--- src/rtl/output_manager_if.sv ---
`default_nettype none
// ============================================================================
// Module      : output_manager_if
// Description : Bundle between the score RAM / sequencing side and the
//               output_manager staging bank.
//               master : drives en_read, count, ram_data and signal, and
//                        receives the committed diag/up/left scores.
//               slave  : the output_manager side of the same signals.
// Parameters  : DATA_W - width of RAM words and score outputs.
// Revision    : 1.0 - initial release
// ============================================================================
interface output_manager_if #(
    parameter int DATA_W = 9
);
    logic              en_read;   // capture enable
    logic [1:0]        count;     // 0 = diag, 1 = up, 2 = left, 3 = no capture
    logic [DATA_W-1:0] ram_data;  // score RAM read word
    logic              signal;    // commit strobe
    logic [DATA_W-1:0] diag;      // committed diagonal-neighbour score
    logic [DATA_W-1:0] up;        // committed upper-neighbour score
    logic [DATA_W-1:0] left;      // committed left-neighbour score

    modport master (
        output en_read, count, ram_data, signal,
        input  diag, up, left
    );

    modport slave (
        input  en_read, count, ram_data, signal,
        output diag, up, left
    );
endinterface
`default_nettype wire

--- src/rtl/output_manager.sv ---
`default_nettype none
// ============================================================================
// Module      : output_manager
// Description : Staging and commit register bank between the score RAM read
//               port and the cell-computation datapath. Three sequential RAM
//               words (diag, up, left) are captured into staging registers
//               selected by count; a commit strobe copies the whole staged
//               triple to the registered outputs in one edge, so downstream
//               logic always sees a consistent neighbour triple.
// Ports       : clk  - single clock, rising edge
//               rst  - synchronous, active-high reset
//               bus  - output_manager_if.slave (en_read, count, ram_data,
//                      signal in; diag, up, left out)
// Parameters  : DATA_W - width of RAM words and score outputs.
// Options     : OUTPUT_MANAGER_AUTOCOMMIT_EN - when defined, capturing the
//               left word (en_read=1, count=2) also commits at the same edge,
//               with the incoming word routed straight to the left output.
// Revision    : 1.0 - initial release
// ============================================================================
module output_manager #(
    parameter int DATA_W = 9
) (
    input  wire logic          clk,
    input  wire logic          rst,
    output_manager_if.slave    bus
);

    localparam logic [1:0] c_IDX_DIAG = 2'd0;
    localparam logic [1:0] c_IDX_UP   = 2'd1;
    localparam logic [1:0] c_IDX_LEFT = 2'd2;

    logic [DATA_W-1:0] r_diag_s;
    logic [DATA_W-1:0] r_up_s;
    logic [DATA_W-1:0] r_left_s;
    logic [DATA_W-1:0] r_diag;
    logic [DATA_W-1:0] r_up;
    logic [DATA_W-1:0] r_left;

    logic              w_commit;
    logic [DATA_W-1:0] w_left_next;

`ifdef OUTPUT_MANAGER_AUTOCOMMIT_EN
    logic w_auto;

    // The left word is the last of the triple, so its capture completes the
    // set; bypass staging for it so the triple lands one edge after the read.
    assign w_auto      = bus.en_read && (bus.count == c_IDX_LEFT);
    assign w_commit    = bus.signal || w_auto;
    assign w_left_next = w_auto ? bus.ram_data : r_left_s;
`else
    assign w_commit    = bus.signal;
    assign w_left_next = r_left_s;
`endif

    // Staging capture. Index 3 is a deliberate "no capture" slot.
    always_ff @(posedge clk) begin
        if (rst) begin
            r_diag_s <= '0;
            r_up_s   <= '0;
            r_left_s <= '0;
        end else if (bus.en_read) begin
            case (bus.count)
                c_IDX_DIAG: r_diag_s <= bus.ram_data;
                c_IDX_UP:   r_up_s   <= bus.ram_data;
                c_IDX_LEFT: r_left_s <= bus.ram_data;
                default:    ;
            endcase
        end
    end

    // Commit reads the staging values held before this edge, so a word
    // captured in the same cycle only reaches the outputs at the next commit.
    always_ff @(posedge clk) begin
        if (rst) begin
            r_diag <= '0;
            r_up   <= '0;
            r_left <= '0;
        end else if (w_commit) begin
            r_diag <= r_diag_s;
            r_up   <= r_up_s;
            r_left <= w_left_next;
        end
    end

    assign bus.diag = r_diag;
    assign bus.up   = r_up;
    assign bus.left = r_left;

endmodule
`default_nettype wire

--- src/flat_wrapper.sv ---
// flat-port wrapper written by rule: the top's interface ports become plain ports
module output_manager_flat 
#(
    parameter int DATA_W = 9
)
  (clk, rst, bus_en_read, bus_count, bus_ram_data, bus_signal, bus_diag, bus_up, bus_left);
  output_manager_if #(.DATA_W(DATA_W)) bus_i ();
  input  wire logic clk;
  input  wire logic rst;
  input wire logic [$bits(bus_i.en_read)-1:0] bus_en_read;
  input wire logic [$bits(bus_i.count)-1:0] bus_count;
  input wire logic [$bits(bus_i.ram_data)-1:0] bus_ram_data;
  input wire logic [$bits(bus_i.signal)-1:0] bus_signal;
  output wire logic [$bits(bus_i.diag)-1:0] bus_diag;
  output wire logic [$bits(bus_i.up)-1:0] bus_up;
  output wire logic [$bits(bus_i.left)-1:0] bus_left;
  assign bus_i.en_read = bus_en_read;
  assign bus_i.count = bus_count;
  assign bus_i.ram_data = bus_ram_data;
  assign bus_i.signal = bus_signal;
  assign bus_diag = bus_i.diag;
  assign bus_up = bus_i.up;
  assign bus_left = bus_i.left;
  output_manager #(.DATA_W(DATA_W)) u_core (.clk(clk), .rst(rst), .bus(bus_i));
endmodule
--- config.mk ---
export PLATFORM = sky130hd
export DESIGN_NAME = output_manager_flat
export DESIGN_NICKNAME = d
export VERILOG_FILES = /design/src/rtl/output_manager_if.sv /design/src/rtl/output_manager.sv /design/src/flat_wrapper.sv
export SDC_FILE = /design/constraint.sdc
export NUM_CORES = 1
export LEC_CHECK = 0
export CORE_ASPECT_RATIO = 0.5
export CORE_UTILIZATION = 35
export DETAILED_ROUTE_END_ITERATION = 8
export GPL_ROUTABILITY_DRIVEN = 0
export PLACE_DENSITY = 0.69
export SLEW_MARGIN = 20
export SYNTH_ARGS = -nofsm -noshare
export SYNTH_HDL_FRONTEND = slang
export SYNTH_SLANG_ARGS = --single-unit
export TNS_END_PERCENT = 1
--- constraint.sdc ---
create_clock -name clk -period 1.35 [get_ports clk]
set_input_delay 0.27 -clock clk [delete_from_list [all_inputs] [get_ports clk]]
set_output_delay 0.27 -clock clk [all_outputs]
set_load 0.01 [all_outputs]
==> results of run 1 <==
==> kinds of logic after synthesis <==
kind of cell           synth area share (%)
flip-flops                             52.4
AND/OR/NAND/NOR                        18.1
buffers and inverters                  3.39
multiplexers                           26.2
==> final timing paths <==
kind	start	end	slack [ns]	cells after the start
worst max-delay path	bus_en_read	u_core.r_diag_s[7]$_SDFFE_PP0P_	0.11	3
worst min-delay path	u_core.r_diag_s[1]$_SDFFE_PP0P_	u_core.r_diag_s[1]$_SDFFE_PP0P_	0.47	2
worst max register to register	u_core.r_left_s[3]$_SDFFE_PP0P_	u_core.r_left_s[3]$_SDFFE_PP0P_	0.72	2
worst min register to register	u_core.r_diag_s[1]$_SDFFE_PP0P_	u_core.r_diag_s[1]$_SDFFE_PP0P_	0.47	2
==> registers in the layout, summed over array words and instances, names as in the netlist <==
name             cells
u_core.bus.diag      9
u_core.bus.up        9
u_core.r_diag_s      9
u_core.r_up_s        9
u_core.r_left_s      9
u_core.bus.left      9
==> per-stage QoR <==
step / std cells / util (%) / setup WS (ns)
finish: 310 / 50.0 / 0.107
global route: 310 / 50.0 / 0.0688
global placement: 302 / 47.6 / -0.249
detailed placement: 302 / 47.6 / -0.305
CTS: 310 / 50.0 / 0.00310
floorplan: 189 / - / 0.293
==> synth_stat cells <==
| master | n | area (µm²) |
|---|---|---|
| and3b_2 | 1 | 10.0 |
| buf_2 | 5 | 25.0 |
| buf_4 | 2 | 15.0 |
| buf_6 | 1 | 11.3 |
| clkbuf_1 | 5 | 18.8 |
| dfxtp_1 | 54 | 1080 |
| mux2i_1 | 54 | 541 |
| nand2b_1 | 36 | 225 |
| nand3b_1 | 2 | 15.0 |
| nor2_1 | 27 | 101 |
| nor3b_2 | 1 | 12.5 |
| or3b_1 | 1 | 8.76 |
==> worst min-delay path: cells and delay by family, from the launching register on <==
family / cells / cell delay, ns
muxes: 1 / 0.06
DFF: 1 / 0.31
and+or+nand+nor: 1 / 0.06
==> power by group <==
| part | switching (mW) | internal, mW | total [mW] |
|---|---|---|---|
| Sequential | 0.0230 | 1.63 | 1.66 |
| Clock | 0.538 | 0.868 | 1.41 |
| Combinational | 0.123 | 0.165 | 0.288 |
==> layout make-up <==
cell class | instances | area (µm²)
Sequential cell | 54 | 1080
Fill cell | 507 | 2790
Tap cell | 73 | 91.3
Clock inverter | 3 | 40.0
Multi-Input combinational cell | 122 | 916
Timing Repair Buffer | 53 | 542
Clock buffer | 5 | 125
==> layer usage <==
metal  vias up  global-route usage [%]  wire length (µm)  part of all wire, %
met4         0                    5.14                55                  1.4
met1       654                    18.7              2080                   52
met5         -                       0                 0                    0
met3         5                    3.89               142                  3.5
met2        19                    22.4              1750                   43
li1        719                       -                 -                    -
==> key figures, run 1 <==
Status
  • Status: complete, no violations

Critical path
  • Critical path's slowest cell: clkdlybuf4s50_1
  • Max FO, Critical Path: 6
  • Crit path DAT: 1.41 ns
  • CP delay by family, top: buffers and inverters
  • Worst setup SP type: input pin
  • Worst Setup End Kind: flop
  • Setup CP Type: input pin to flop
  • Slowest stage delay, CP: 0.53 ns
  • CP cell instances: clkdlybuf4s50_1 > or3b_4 > mux2i_1
  • Buffers & Inverters on Critical Path: 1
  • Critical Path RT: 1.52 ns

STA
  • Final setup vio count: 0
  • Max-slew violations: 0
  • RSZ-0062 raised after global routing: no
  • Worst-Margin Slew: 0.229 ns
  • Hold_ws: 0.475 ns
  • Endpoints failing hold: 0
  • Final period utilization: 92.1%
  • Minimum clock period: 1.24 ns
  • Clock Skews: 0.00229 ns
  • Rel. slew slack: 84.7%
  • Setup TNS: 0 ns
  • F_max: 0.805 GHz

CTS
  • Post-CTS Setup Repair Bufs: 0
  • H-tree levels: 2
  • Worst-path clk slew: 0.07 ns
  • Clk Latency, worst-skew pair: 0.28 ns
  • Root buffer cell: clkbuf_16
  • Cts repair resizes: 27
  • CTS tree: yes
  • Hold_buf cts: 0
  • Clock Tree Buf Depth: 2
  • TritonCTS Buffers: 5
  • Clock Sinks: 54

Route
  • Drt first pass iters: 4
  • DRC Markers: 0
  • Initial detailed-routing violation count: 53
  • Routed WL: 4.02 mm
  • Routed wire length per instance: 13.0 µm
  • Antenna-violating nets left: 0
  • Via density: 4.51
  • Vias: 1397

Power and ir drop
  • Power, Total: 3.35 mW
  • Pwr per Cell Area: 1200 nW/µm²
  • Static Leak: 1.34 nW
  • Max VDD drop: 0.806 mV

Floorplan
  • # IOs: 42
  • Starting Density: 37.0%
  • Core area: 5590 µm²
  • Chip width: 111 µm
  • Die span in y: 56.3 µm
  • DIE AREA: 6230 µm²
  • FP Rows: 19

Synthesis
  • Yosys Warn Count: 0
  • Yosys reg bits: 54
  • Mapped Nets: 204
  • Post-synth cell types: 12
  • Register area share after synthesis: 52.4%
  • Post-Syn Instances: 189
  • Syn_area_per_cell: 10.9 µm²
  • Mapped cell area: 2060 µm²

Cells and area
  • Most frequent cells in the layout: mux2i_1, dfxtp_1, nand2b_1, nor2_1, dlygate4sd2_1
  • Share of layout cells above drive strength 1: 9.70%
  • Cell area after layout: 2800 µm²
  • Area Growth Syn to Fin: 35.4%
  • Ant diodes: 0
  • Nets: 251

GRT
  • Largest net degree at the start of global routing: 28
  • Antenna violations before repair: 0
  • All-layer global routing usage: 14.2%
  • First-pass GRT wire length: 6.78 mm
  • Overflow after GRT: 0
  • Number of global-route vias before repair: 1384

Flow run
  • Max cap viols: 0

Placed design
  • Detailed placer's ending HPWL: 2.96 mm
  • Area after DPL: 2660 µm²
  • IO buf count: 41

Hold path
  • HP Class: flop to flop
Power figures use the tool's default switching activity.
==> run 2, diff against run 1 <==
--- a/config.mk
+++ b/config.mk
@@ -5,11 +5,10 @@
 export SDC_FILE = /design/constraint.sdc
 export NUM_CORES = 1
 export LEC_CHECK = 0
-export CORE_ASPECT_RATIO = 0.5
+export CORE_ASPECT_RATIO = 0.75
 export CORE_UTILIZATION = 35
 export DETAILED_ROUTE_END_ITERATION = 8
 export GPL_ROUTABILITY_DRIVEN = 0
-export PLACE_DENSITY = 0.69
 export SLEW_MARGIN = 20
 export SYNTH_ARGS = -nofsm -noshare
 export SYNTH_HDL_FRONTEND = slang
==> run 2 against run 1 <==
Against the previous run: final area is 3.2% lower; die area shrank 0.25%; first-iteration DRC count fell by 45%; sequential power hardly changed; worst setup slack lost 0.041 ns; clock power shrank 40%; global-route usage is 0.58 points lower; register-to-register slack hardly changed.
==> key figures, run 2 (synthesis gave the netlist of run 1 again) <==
CTS
  • Root buffer cell: clkbuf_8
  • Hold_buf cts: 0
  • CTS tree: yes
  • Clock Tree Buf Depth: 2
  • Clk Latency, worst-skew pair: 0.30 ns
  • Clock Sinks: 54
  • H-tree levels: 2
  • TritonCTS Buffers: 5
  • Worst-path clk slew: 0.09 ns

Power and ir drop
  • Max VDD drop: 0.529 mV
  • Static Leak: 1.31 nW
  • Pwr per Cell Area: 1030 nW/µm²
  • Power, Total: 2.78 mW

Critical path
  • Crit path DAT: 1.46 ns
  • Reg-to-Reg Start: u_core.r_left_s[7]$_SDFFE_PP0P_
  • Reg2reg end: u_core.bus.left[7]$_SDFFE_PP0P_
  • Critical Path RT: 1.53 ns
  • Worst setup SP type: input pin
  • Max FO, Critical Path: 6
  • Setup CP Type: input pin to flop
  • Worst Setup End Kind: flop
  • R2R setup slack: 0.73 ns
  • Crit path capture: u_core.r_diag_s[3]$_SDFFE_PP0P_
  • FF-to-FF path depth: 2
  • CP Launch Point: bus_en_read

Cells and area
  • Finished Layout Cells: 314
  • Most frequent cells in the layout: mux2i_1, dfxtp_1, nand2b_1, nor2_1, dlygate4sd2_1
  • FILL cells: 545
  • Nets: 254
  • Ant diodes: 0
  • Share of layout cells above drive strength 1: 10.0%
  • Final Util: 49.2%
  • Cell area after layout: 2710 µm²
  • FF+latch area: 1080 µm²
  • Multi-input combinational cell area: 913 µm²
  • Area Growth Syn to Fin: 31.1%

STA
  • F_max: 0.779 GHz
  • Clock Skews: 0.00651 ns
  • Final period utilization: 95.1%
  • Worst-Margin Slew: 0.352 ns
  • Minimum clock period: 1.28 ns
  • Final setup vio count: 0
  • Max-slew violations: 0
  • Rel. slew slack: 76.6%
  • RSZ-0062 raised after global routing: no
  • Setup ws final: 0.0663 ns
  • Hold_ws: 0.482 ns
  • Endpoints failing hold: 0
  • Setup TNS: 0 ns

GRT
  • Number of global-route vias before repair: 1324
  • Overflow after GRT: 0
  • All-layer global routing usage: 13.6%
  • Largest net degree at the start of global routing: 30
  • Antenna violations before repair: 0
  • First-pass GRT wire length: 6.48 mm

Floorplan
  • Die span in y: 68.5 µm
  • DIE AREA: 6210 µm²
  • Starting Density: 37.6%
  • Core area: 5500 µm²
  • Chip width: 90.7 µm
  • FP Rows: 23
  • # IOs: 42

Route
  • DRC Markers: 0
  • Drt first pass iters: 4
  • Initial detailed-routing violation count: 29
  • Routed WL: 3.87 mm
  • Via density: 4.44
  • Antenna-violating nets left: 0
  • Routed wire length per instance: 12.3 µm
  • Vias: 1395

Status
  • Status: complete, no violations

Placed design
  • Area after DPL: 2660 µm²
  • Setup WS pre-CTS: -0.259 ns
  • IO buf count: 41
  • Placed Cells: 307
  • Detailed placer's ending HPWL: 2.70 mm

Hold path
  • HP Class: flop to flop

Flow run
  • Max cap viols: 0
run 2: worst min path at each step:
stage	to	slack, ns	from	depth (start not counted)
finish	u_core.r_left_s[3]$_SDFFE_PP0P_	0.48	u_core.r_left_s[3]$_SDFFE_PP0P_	2
global route	u_core.r_left_s[3]$_SDFFE_PP0P_	0.50	u_core.r_left_s[3]$_SDFFE_PP0P_	2
CTS	u_core.r_left_s[3]$_SDFFE_PP0P_	0.48	u_core.r_left_s[3]$_SDFFE_PP0P_	2
detailed placement	u_core.r_left_s[3]$_SDFFE_PP0P_	0.47	u_core.r_left_s[3]$_SDFFE_PP0P_	2
global placement	u_core.r_left_s[3]$_SDFFE_PP0P_	0.47	u_core.r_left_s[3]$_SDFFE_PP0P_	2
floorplan	u_core.r_diag_s[1]$_SDFFE_PP0P_	0.45	u_core.r_diag_s[1]$_SDFFE_PP0P_	2
run 2: what timing repair did:
item,in CTS,in global routing
setup endpoints to repair,27,0
setup buffers,0,0
resized for setup,27,0
run 2: power by group:
part           leakage [nW]  switching, mW  internal (mW)
Clock                0.0438          0.496          0.350
Sequential            0.438         0.0213           1.63
Combinational         0.824          0.120          0.162
run 2: area by class of cell:
type                            count  area share (%)
Clock inverter                      2           0.370
Sequential cell                    54            39.9
Timing Repair Buffer               56            19.9
Clock buffer                        5            2.54
Tap cell                           75            3.47
Multi-Input combinational cell    122            33.7
run 2: critical path: stages:
cell and delay (ns):
clkdlybuf4s50_1 0.49, or3b_1 0.53, mux2i_1 0.17
run 2: metal layers:
layer	part of all wire (%)	vias to the layer above	global-route usage (%)	routed length (µm)
li1	-	724	-	-
met1	50	633	17.8	1920
met2	43	34	21.4	1680
met3	6.5	4	4.71	253
met4	0.59	0	4.23	23
met5	0	-	0	0
==> run 3, diff against run 2 <==
--- a/config.mk
+++ b/config.mk
@@ -5,6 +5,7 @@
 export SDC_FILE = /design/constraint.sdc
 export NUM_CORES = 1
 export LEC_CHECK = 0
+export ABC_CLOCK_PERIOD_IN_PS = 1350
 export CORE_ASPECT_RATIO = 0.75
 export CORE_UTILIZATION = 35
 export DETAILED_ROUTE_END_ITERATION = 8
@@ -13,4 +14,4 @@
 export SYNTH_ARGS = -nofsm -noshare
 export SYNTH_HDL_FRONTEND = slang
 export SYNTH_SLANG_ARGS = --single-unit
-export TNS_END_PERCENT = 1
+export TNS_END_PERCENT = 50
==> results of run 3 <==
Final layout, timing and power as in run 2 (identical DEF).
